--- src/rtl/button_event_arbiter.sv ---
// Turns debounced button levels into queued press/repeat events and hands them out
// one at a time, round-robin, over a valid/ready handshake.
module button_event_arbiter #(
    parameter int          NBTN         = 5,
    parameter int          IW           = 3,
    parameter logic [23:0] REPEAT_DELAY = 24'd0,
    parameter logic [23:0] REPEAT_RATE  = 24'd0
) (
    input  logic            clk,
    input  logic            rst_n,
    input  logic [NBTN-1:0] btn_db,
    input  logic            enable,
    output logic            evt_valid,
    input  logic            evt_ready,
    output logic [IW-1:0]   evt_id,
    output logic            evt_repeat,
    output logic [NBTN-1:0] pending
);

    // Handshake: an event transfers when evt_valid & evt_ready at posedge; while
    // evt_valid is high and evt_ready low, evt_id/evt_repeat hold their values.

    localparam int SW = IW + 1;

    typedef enum logic [1:0] {
        RPT_IDLE  = 2'd0,
        RPT_DELAY = 2'd1,
        RPT_RUN   = 2'd2
    } rpt_state_t;

    rpt_state_t      rpt_state, rpt_state_n;
    logic [NBTN-1:0] prev;
    logic            armed;
    logic [NBTN-1:0] rep_flag;
    logic [IW-1:0]   rr_ptr;
    logic [IW-1:0]   hold_id, hold_id_n;
    logic [23:0]     timer, timer_n;

    logic [NBTN-1:0] rise;
    logic [NBTN-1:0] pending_n, rep_flag_n;
    logic            load;
    logic            grant_found;
    logic [IW-1:0]   grant_idx;
    logic            press_grant;
    logic            rpt_fire;
    logic [SW-1:0]   cand;

    assign rise = btn_db & ~prev & {NBTN{armed & enable}};
    assign load = enable & (~evt_valid | evt_ready) & (|pending);
    assign press_grant = load & ~rep_flag[grant_idx];

    // Round-robin scan starting just after the last granted index.
    always_comb begin
        grant_found = 1'b0;
        grant_idx   = '0;
        cand        = '0;
        for (int k = 1; k <= NBTN; k++) begin
            cand = {1'b0, rr_ptr} + SW'(k);
            if (cand >= SW'(NBTN)) begin
                cand = cand - SW'(NBTN);
            end
            if (!grant_found && pending[cand[IW-1:0]]) begin
                grant_found = 1'b1;
                grant_idx   = cand[IW-1:0];
            end
        end
    end

    always_comb begin
        rpt_state_n = rpt_state;
        hold_id_n   = hold_id;
        timer_n     = timer;
        rpt_fire    = 1'b0;
        if (REPEAT_DELAY != 24'd0) begin
            if (press_grant) begin
                rpt_state_n = RPT_DELAY;
                hold_id_n   = grant_idx;
                timer_n     = '0;
            end else if (rpt_state != RPT_IDLE && (!btn_db[hold_id] || !enable)) begin
                rpt_state_n = RPT_IDLE;
                timer_n     = '0;
            end else begin
                case (rpt_state)
                    RPT_DELAY: begin
                        if (timer == REPEAT_DELAY - 24'd1) begin
                            rpt_fire    = 1'b1;
                            timer_n     = '0;
                            rpt_state_n = RPT_RUN;
                        end else begin
                            timer_n = timer + 24'd1;
                        end
                    end
                    RPT_RUN: begin
                        if (timer == REPEAT_RATE - 24'd1) begin
                            rpt_fire = 1'b1;
                            timer_n  = '0;
                        end else begin
                            timer_n = timer + 24'd1;
                        end
                    end
                    default: begin
                        timer_n = '0;
                    end
                endcase
            end
        end
    end

    // Grant clears first, then a repeat merges into an empty bit, then a press overrides.
    always_comb begin
        pending_n  = pending;
        rep_flag_n = rep_flag;
        if (!enable) begin
            pending_n  = '0;
            rep_flag_n = '0;
        end else begin
            if (load) begin
                pending_n[grant_idx] = 1'b0;
            end
            if (rpt_fire && !pending_n[hold_id]) begin
                pending_n[hold_id]  = 1'b1;
                rep_flag_n[hold_id] = 1'b1;
            end
            pending_n  = pending_n | rise;
            rep_flag_n = rep_flag_n & ~rise;
        end
    end

    always_ff @(posedge clk or negedge rst_n) begin
        if (!rst_n) begin
            prev       <= '0;
            armed      <= 1'b0;
            pending    <= '0;
            rep_flag   <= '0;
            evt_valid  <= 1'b0;
            evt_id     <= '0;
            evt_repeat <= 1'b0;
            rr_ptr     <= IW'(NBTN - 1);
            rpt_state  <= RPT_IDLE;
            hold_id    <= '0;
            timer      <= '0;
        end else begin
            prev      <= btn_db;
            armed     <= 1'b1;
            pending   <= pending_n;
            rep_flag  <= rep_flag_n;
            rpt_state <= rpt_state_n;
            hold_id   <= hold_id_n;
            timer     <= timer_n;
            if (load) begin
                evt_valid  <= 1'b1;
                evt_id     <= grant_idx;
                evt_repeat <= rep_flag[grant_idx];
                rr_ptr     <= grant_idx;
            end else if (evt_valid && evt_ready) begin
                evt_valid <= 1'b0;
            end
        end
    end

endmodule

--- config.mk ---
export PLATFORM = sky130hd
export DESIGN_NAME = button_event_arbiter
export DESIGN_NICKNAME = d
export VERILOG_FILES = /design/src/rtl/button_event_arbiter.sv
export SDC_FILE = /design/constraint.sdc
export NUM_CORES = 1
export LEC_CHECK = 0
export CORE_ASPECT_RATIO = 1.5
export CORE_UTILIZATION = 40
export CTS_CLUSTER_DIAMETER = 100
export DETAILED_ROUTE_END_ITERATION = 16
export PLACE_DENSITY_LB_ADDON = 0.2
export SLEW_MARGIN = 20
export SYNTH_ARGS = -nofsm -noshare
export SYNTH_HDL_FRONTEND = slang
export SYNTH_SLANG_ARGS = --single-unit
--- constraint.sdc ---
create_clock -name clk -period 4.3 [get_ports clk]
set_input_delay 0.43 -clock clk [delete_from_list [all_inputs] [get_ports clk]]
set_output_delay 0.43 -clock clk [all_outputs]
set_load 0.02 [all_outputs]
# == Word level (Yosys, flattened, before mapping) ==
# Cells that the tools add are included.
# Widths: inputs -> output; s select.
# op_classes
add_sub_neg,10
magnitude_cmp,12
n_mux,35
bitwise,13
n_reduce_logical,12
# ops
op,n
$mux 3,10
$mux 5,5
$lt 3x4->1 const B,6
$and 5x5->5,4
$ge 4x3->1 const B,5
$bmux 1 s3,6
$not 5->5,3
$sub 3x3->3 const B,5
$mux 1,13
$add 3x2->4 const B,2
$add 3x3->4 const B,2
$logic_and 1x1->1,6
$or 5x5->5,1
$reduce_or 5->1,1
$add 3x1->4 const B,1
$logic_not 1->1,4
$and 1x1->1,3
$demux 1 s3,1
$ge 3x1->1 const B,1
$reduce_bool 2->1,1
$not 1->1,1
$or 1x1->1,1
# word_totals
register_bits,24
in_bits,9
output_inout_bits,10
word_cells,90

# == Logic depth before layout (Yosys ltp) ==
# Gate-level depths: netlist (run 1).
# depth
depth_word,28
ltp_mapped,14

# == Worst setup path after synthesis (run 1) ==
# OpenSTA, ideal clock, no wires.
# synth_timing
path_kind,reg-to-reg
from,"reg, netlist name evt_id[0]"
to,reg pending[2]
setup_time_ps,127
t_arrival_ps,3564
required_ps,4173
setup_slack_ps,609
stages_incl_launch_ff,13
cell_sequence,dfrtp_1 inv_2 clkbuf_1 ha_1 ha_1 a221oi_4 nor4_2 or4_4 or4_1 a211o_1 o211a_1 o31ai_1 a21oi_1
# synth_lines
element,line_no,source
"end signal, assigned",145,pending <= pending_n;
"end, declared",17,output logic [NBTN-1:0] pending

# == Final worst setup path (run 1) ==
# layout_timing
from,reg rr_ptr[2]
to,reg pending[4]
# layout_between
elab_chain_cells,28
# layout_lines
element,line_no,source
"start, declared",35,logic [IW-1:0] rr_ptr;
"start signal, assigned",138,rr_ptr <= IW'(NBTN - 1);
"start signal, assigned",154,rr_ptr <= grant_idx;
$add 3x1->4,58,"cand = {1'b0, rr_ptr} + SW'(k);"
$ge 4x3->1 / $sub 3x3->3 (equally long branches),"59, 60",
$mux 3,59,if (cand >= SW'(NBTN)) begin
$bmux 1 s3,62,if (!grant_found && pending[cand[IW-1:0]]) begin
$mux 1 (not written as such),62,
$mux 1,62,
$logic_not 1->1,62,
$logic_and 1x1->1,62,
[... 13 more ...],-,
$demux 1 s3 *,118,pending_n[grant_idx] = 1'b0;
$not 5->5 (no line) *,-,
$and 5x5->5 (no line) *,-,
$mux 5 *,117,if (load) begin
$mux 5 *,113,if (!enable) begin
$or 5x5->5 *,124,pending_n = pending_n | rise;
$mux 5 *,113,
net pending_n[4],40,"logic [NBTN-1:0] pending_n, rep_flag_n;"
# The timed path passes the listed nets; every way through them passes the cells marked *. The select of a mux whose other input is x is not followed.
# A chain may end at the register's enable or synchronous reset.

==> run summary, run 1 <==
The number of maximum-capacitance constraint violations is 0. The sum of negative setup slack came out at 0 ps. The final critical delay including setup and external delays came out at 3770 ps.

After clock tree synthesis, the repair step resized 0 gates. The post-synthesis sequential area ratio is 26.3%. The clock tree from TritonCTS is built. The fraction of the cycle the final worst path needs is 87.7%. The post-layout instance count excluding filler cells came out at 319. The total area inside the core boundary comes to 0.00493 mm^2.

In the synthesized netlist the dominant register cell turns out to be sky130_fd_sc_hd__dfrtp_1. The remaining routing DRC violations is 0. The global-route wire length before repair is 9230 um.

Walking the worst path, the cells encountered are inv_1 > ha_1 > a221oi_4 > nor4_2 > nor4_1 > a211oi_1 > o311ai_1 > nand2_1 > a31o_2 > a21oi_1. The number of max-slew violations in the final report came out at 0. The clock reaches the later pin of the worst-skew pair after 250 ps. The area used by multi-input combinational logic is 0.00138 mm^2. By area the synthesized netlist is led by sky130_fd_sc_hd__dfrtp_1, sky130_fd_sc_hd__ha_1, sky130_fd_sc_hd__a21oi_1. The share of total power in the clock network is 6.5%. The min-delay analysis places its worst path in the category in -> async.

The worst max-slew margin expressed relative to the limit came out at 56.8%. By count the netlist is led by sky130_fd_sc_hd__a21oi_1, sky130_fd_sc_hd__dfrtp_1, sky130_fd_sc_hd__nor2_1, sky130_fd_sc_hd__o21ai_0, sky130_fd_sc_hd__nand2_1. The average wire per standard cell is 17.9 um. Counting the buffers created by CTS gives 3.

The standby leakage power came out at 0.931 nW. The least setup slack across all paths after layout is 527 ps. The share of post-route cells with drive strength above 1 came out at 12.6%.

The number of post-CTS setup repair buffers is 0. In the final layout, flip-flops and latches occupy 552 um^2. The number of distinct library cells after synthesis came out at 68.

The starting DRC count in detailed routing came out at 100. The final worst hold slack came out at 125 ps. In this run the clock root is driven by a sky130_fd_sc_hd__clkbuf_8. Yosys printed 0 warnings.

Setup violations remaining at the end of the flow were counted as 0. The fmax is 265 MHz. The layout overhead on the synthesized area is 10.5%. The detail-routed via count per cell came out at 5.91. met2 is the most crowded layer. After detailed placement, the design holds a cell count of 315. The share of the synthesized area in the top cell type came out at 25.1%. The total I/O pin count came out at 19. The power density over the cells is 839 mW/mm^2. The final layout net count is 274. Counting along the longest clock path gives a buffer depth of 2.

The logic gate share of total power came out at 79.5%. The overall via count from detail_route came out at 1885. The cell count after synthesis is 239. The endpoint class of the critical path is a flop. Of the total power, registers draw 14.0%. The met1 global-route usage is 25.8%. The register bit count reported by yosys came out at 22. The global-route track usage on met2 is 39.5%.

The count of antenna diodes in the layout is 0. The number of antenna violations at the first check in global routing came out at 0. The count of port buffers added during placement is 18. The final wirelength came out at 5700 um. The peak per-stage delay on the critical path came out at 710 ps. The synthesized design spends more area on one cell type than any other, namely sky130_fd_sc_hd__dfrtp_1. The HPWL after detailed placement came out at 4440 um. The clock transition at the register clock pins on the worst setup and hold paths after CTS is 70 ps. Power comes to 1.94 mW. The row count came out at 31.

The starting density of the core came out at 42.5%. The weighted congestion reported at the end of routability-driven placement came out at 0.968. The residual antenna-violating net count after detailed routing came out at 0.

The floorplan die height came out at 90.6 um. The number of global-route vias before repair is 1866. The cell with the largest stage delay on the worst path is sky130_fd_sc_hd__dfstp_2. The global-route track usage on met3 is 1.58%.

The total routing resource utilization after global routing is 22.5%. The pin slew with the least headroom to its limit is 643 ps. In this run the number of H-tree levels came out at 1.

Setup repair after global routing left no endpoint under its margin. The final number of hold-violating endpoints is 0. The setup skew after layout came out at 1.81 ps. For this design, the CTS-stage hold fixing added 0 buffers. The internal power summed over all cells is 0.936 mW. The largest driver fanout on the critical path came out at 16. The worst slack at placement came out at 536 ps. After synthesis, the share of flip-flops with an asynchronous set or reset is 100%. The switching fraction of total power is 51.8%. The number of iterations in the first detailed-routing pass is 4.

The die outline width is 61.1 um. The flow ran to the end, and the final reports show no timing, DRC or antenna violations. The area of the die is 0.00554 mm^2. The peak supply drop is 366 uV. The filler cell count in the final layout is 494.

The final instance area came out at 0.00231 mm^2. Counting every net in the synthesized netlist gives 259. The category of the most critical setup path is reg -> reg. Entering global routing, the biggest net connects 26 pins.

The total overflow reported by the global router came out at 0. The area of placed instances came out at 0.00227 mm^2. The arrival time at the worst endpoint is 3930 ps. The mean post-synth cell area is 8.76 um^2. The sort of element at the start of the critical path is a flop. Summed over all nets, the switching power comes to 1.01 mW. The utilization of the core after routing is 47.0%. The post-synthesis instance area is 0.00209 mm^2. Clock tree synthesis found a total of 22 sinks. The number of enable flip-flop cells after synthesis is 0.

The data required time of the critical path came out at 4460 ps.
[final timing paths]
| path | start | end | slack [ps] | cells past startpoint |
|---|---|---|---|---|
| min in group clk | evt_repeat$_DFFE_PN0P_ | evt_repeat$_DFFE_PN0P_ | 520 | 2 |
| max in group asynchronous | rst_n | rr_ptr[2]$_DFFE_PN1P_ | 3820 | 1 |
| max reg2reg | rr_ptr[2]$_DFFE_PN1P_ | pending[4]$_DFF_PN0_ | 530 | 10 |
| min reg2reg | evt_repeat$_DFFE_PN0P_ | evt_repeat$_DFFE_PN0P_ | 520 | 2 |
| min | rst_n | armed$_DFF_PN0_ | 130 | 1 |
| max | rr_ptr[2]$_DFFE_PN1P_ | pending[4]$_DFF_PN0_ | 530 | 10 |
[cells by family (layout without fill, tap and decap cells)]
kind of cell | after synthesis | count (layout) | share of synthesized area, %
adder cells (fa/ha/maj) | 11 | 11 | 6.93
XOR/XNOR | 5 | 5 | 2.09
AO/OA/AOI/OAI | 80 | 80 | 27.3
other | 1 | 1 | 0.179
buffers and inverters | 24 | 38 | 7.71
flip-flops | 22 | 22 | 26.3
multiplexers | 9 | 9 | 5.02
AND/OR/NAND/NOR | 87 | 87 | 24.4
[flip-flops by register name, summed over array words and instances (netlist names)]
name        count
rep_flag        5
evt_repeat      1
armed           1
evt_valid       1
pending         5
rr_ptr          1
evt_id          3
prev            5
[worst max-delay path: cells and delay by family, from the launching register on]
kind / cells / cell delay [ps]
flip-flops: 1 / 710
buffers and inverters: 1 / 160
adder cells (fa/ha/maj): 1 / 420
AO/OA/AOI/OAI: 5 / 1530
AND/OR/NAND/NOR: 3 / 870
[per-layer routing]
metal | up-vias | wire length [um]
met1 | 891 | 2210
li1 | 932 | -
met2 | 49 | 3100
met5 | - | 0
met3 | 13 | 152
met4 | 0 | 242
[power groups by stage]
stage | Sequential (mW) | Combinational (mW) | Clock (mW)
3_5_place_dp | 0.275 | 1.53 | 0
6_report | 0.271 | 1.54 | 0.127
2_1_floorplan | 0.287 | 1.22 | 0
4_1_cts | 0.271 | 1.54 | 0.132
5_1_grt | 0.275 | 1.70 | 0.138
3_3_place_gp | 0.274 | 1.53 | 0
[cell usage in the layout (no fill, tap or decap), types with 7 or more instances in the layout]
cell type / instances
sky130_fd_sc_hd__a21oi_1: 21
sky130_fd_sc_hd__dfrtp_1: 21
sky130_fd_sc_hd__clkdlybuf4s50_1: 17
sky130_fd_sc_hd__nor2_1: 15
sky130_fd_sc_hd__o21ai_0: 15
sky130_fd_sc_hd__nand2_1: 14
sky130_fd_sc_hd__inv_1: 10
sky130_fd_sc_hd__ha_1: 10
sky130_fd_sc_hd__nand3_1: 8
sky130_fd_sc_hd__a211oi_1: 7
[cell type report]
cell class / count / area share [%]
tap: 66 / 3.57
sequential: 22 / 23.8
multi-input combinational: 193 / 59.7
timing repair buffer: 23 / 9.19
inverter: 11 / 1.78
clock buffer: 4 / 1.95
(Power assumes the default switching activity.)
==> inputs of run 2 (changes only) <==
CTS_CLUSTER_SIZE = 28   (was not set)
==> results of run 2 <==
Same layout as run 1: the final DEF is identical, and so are final timing and power.
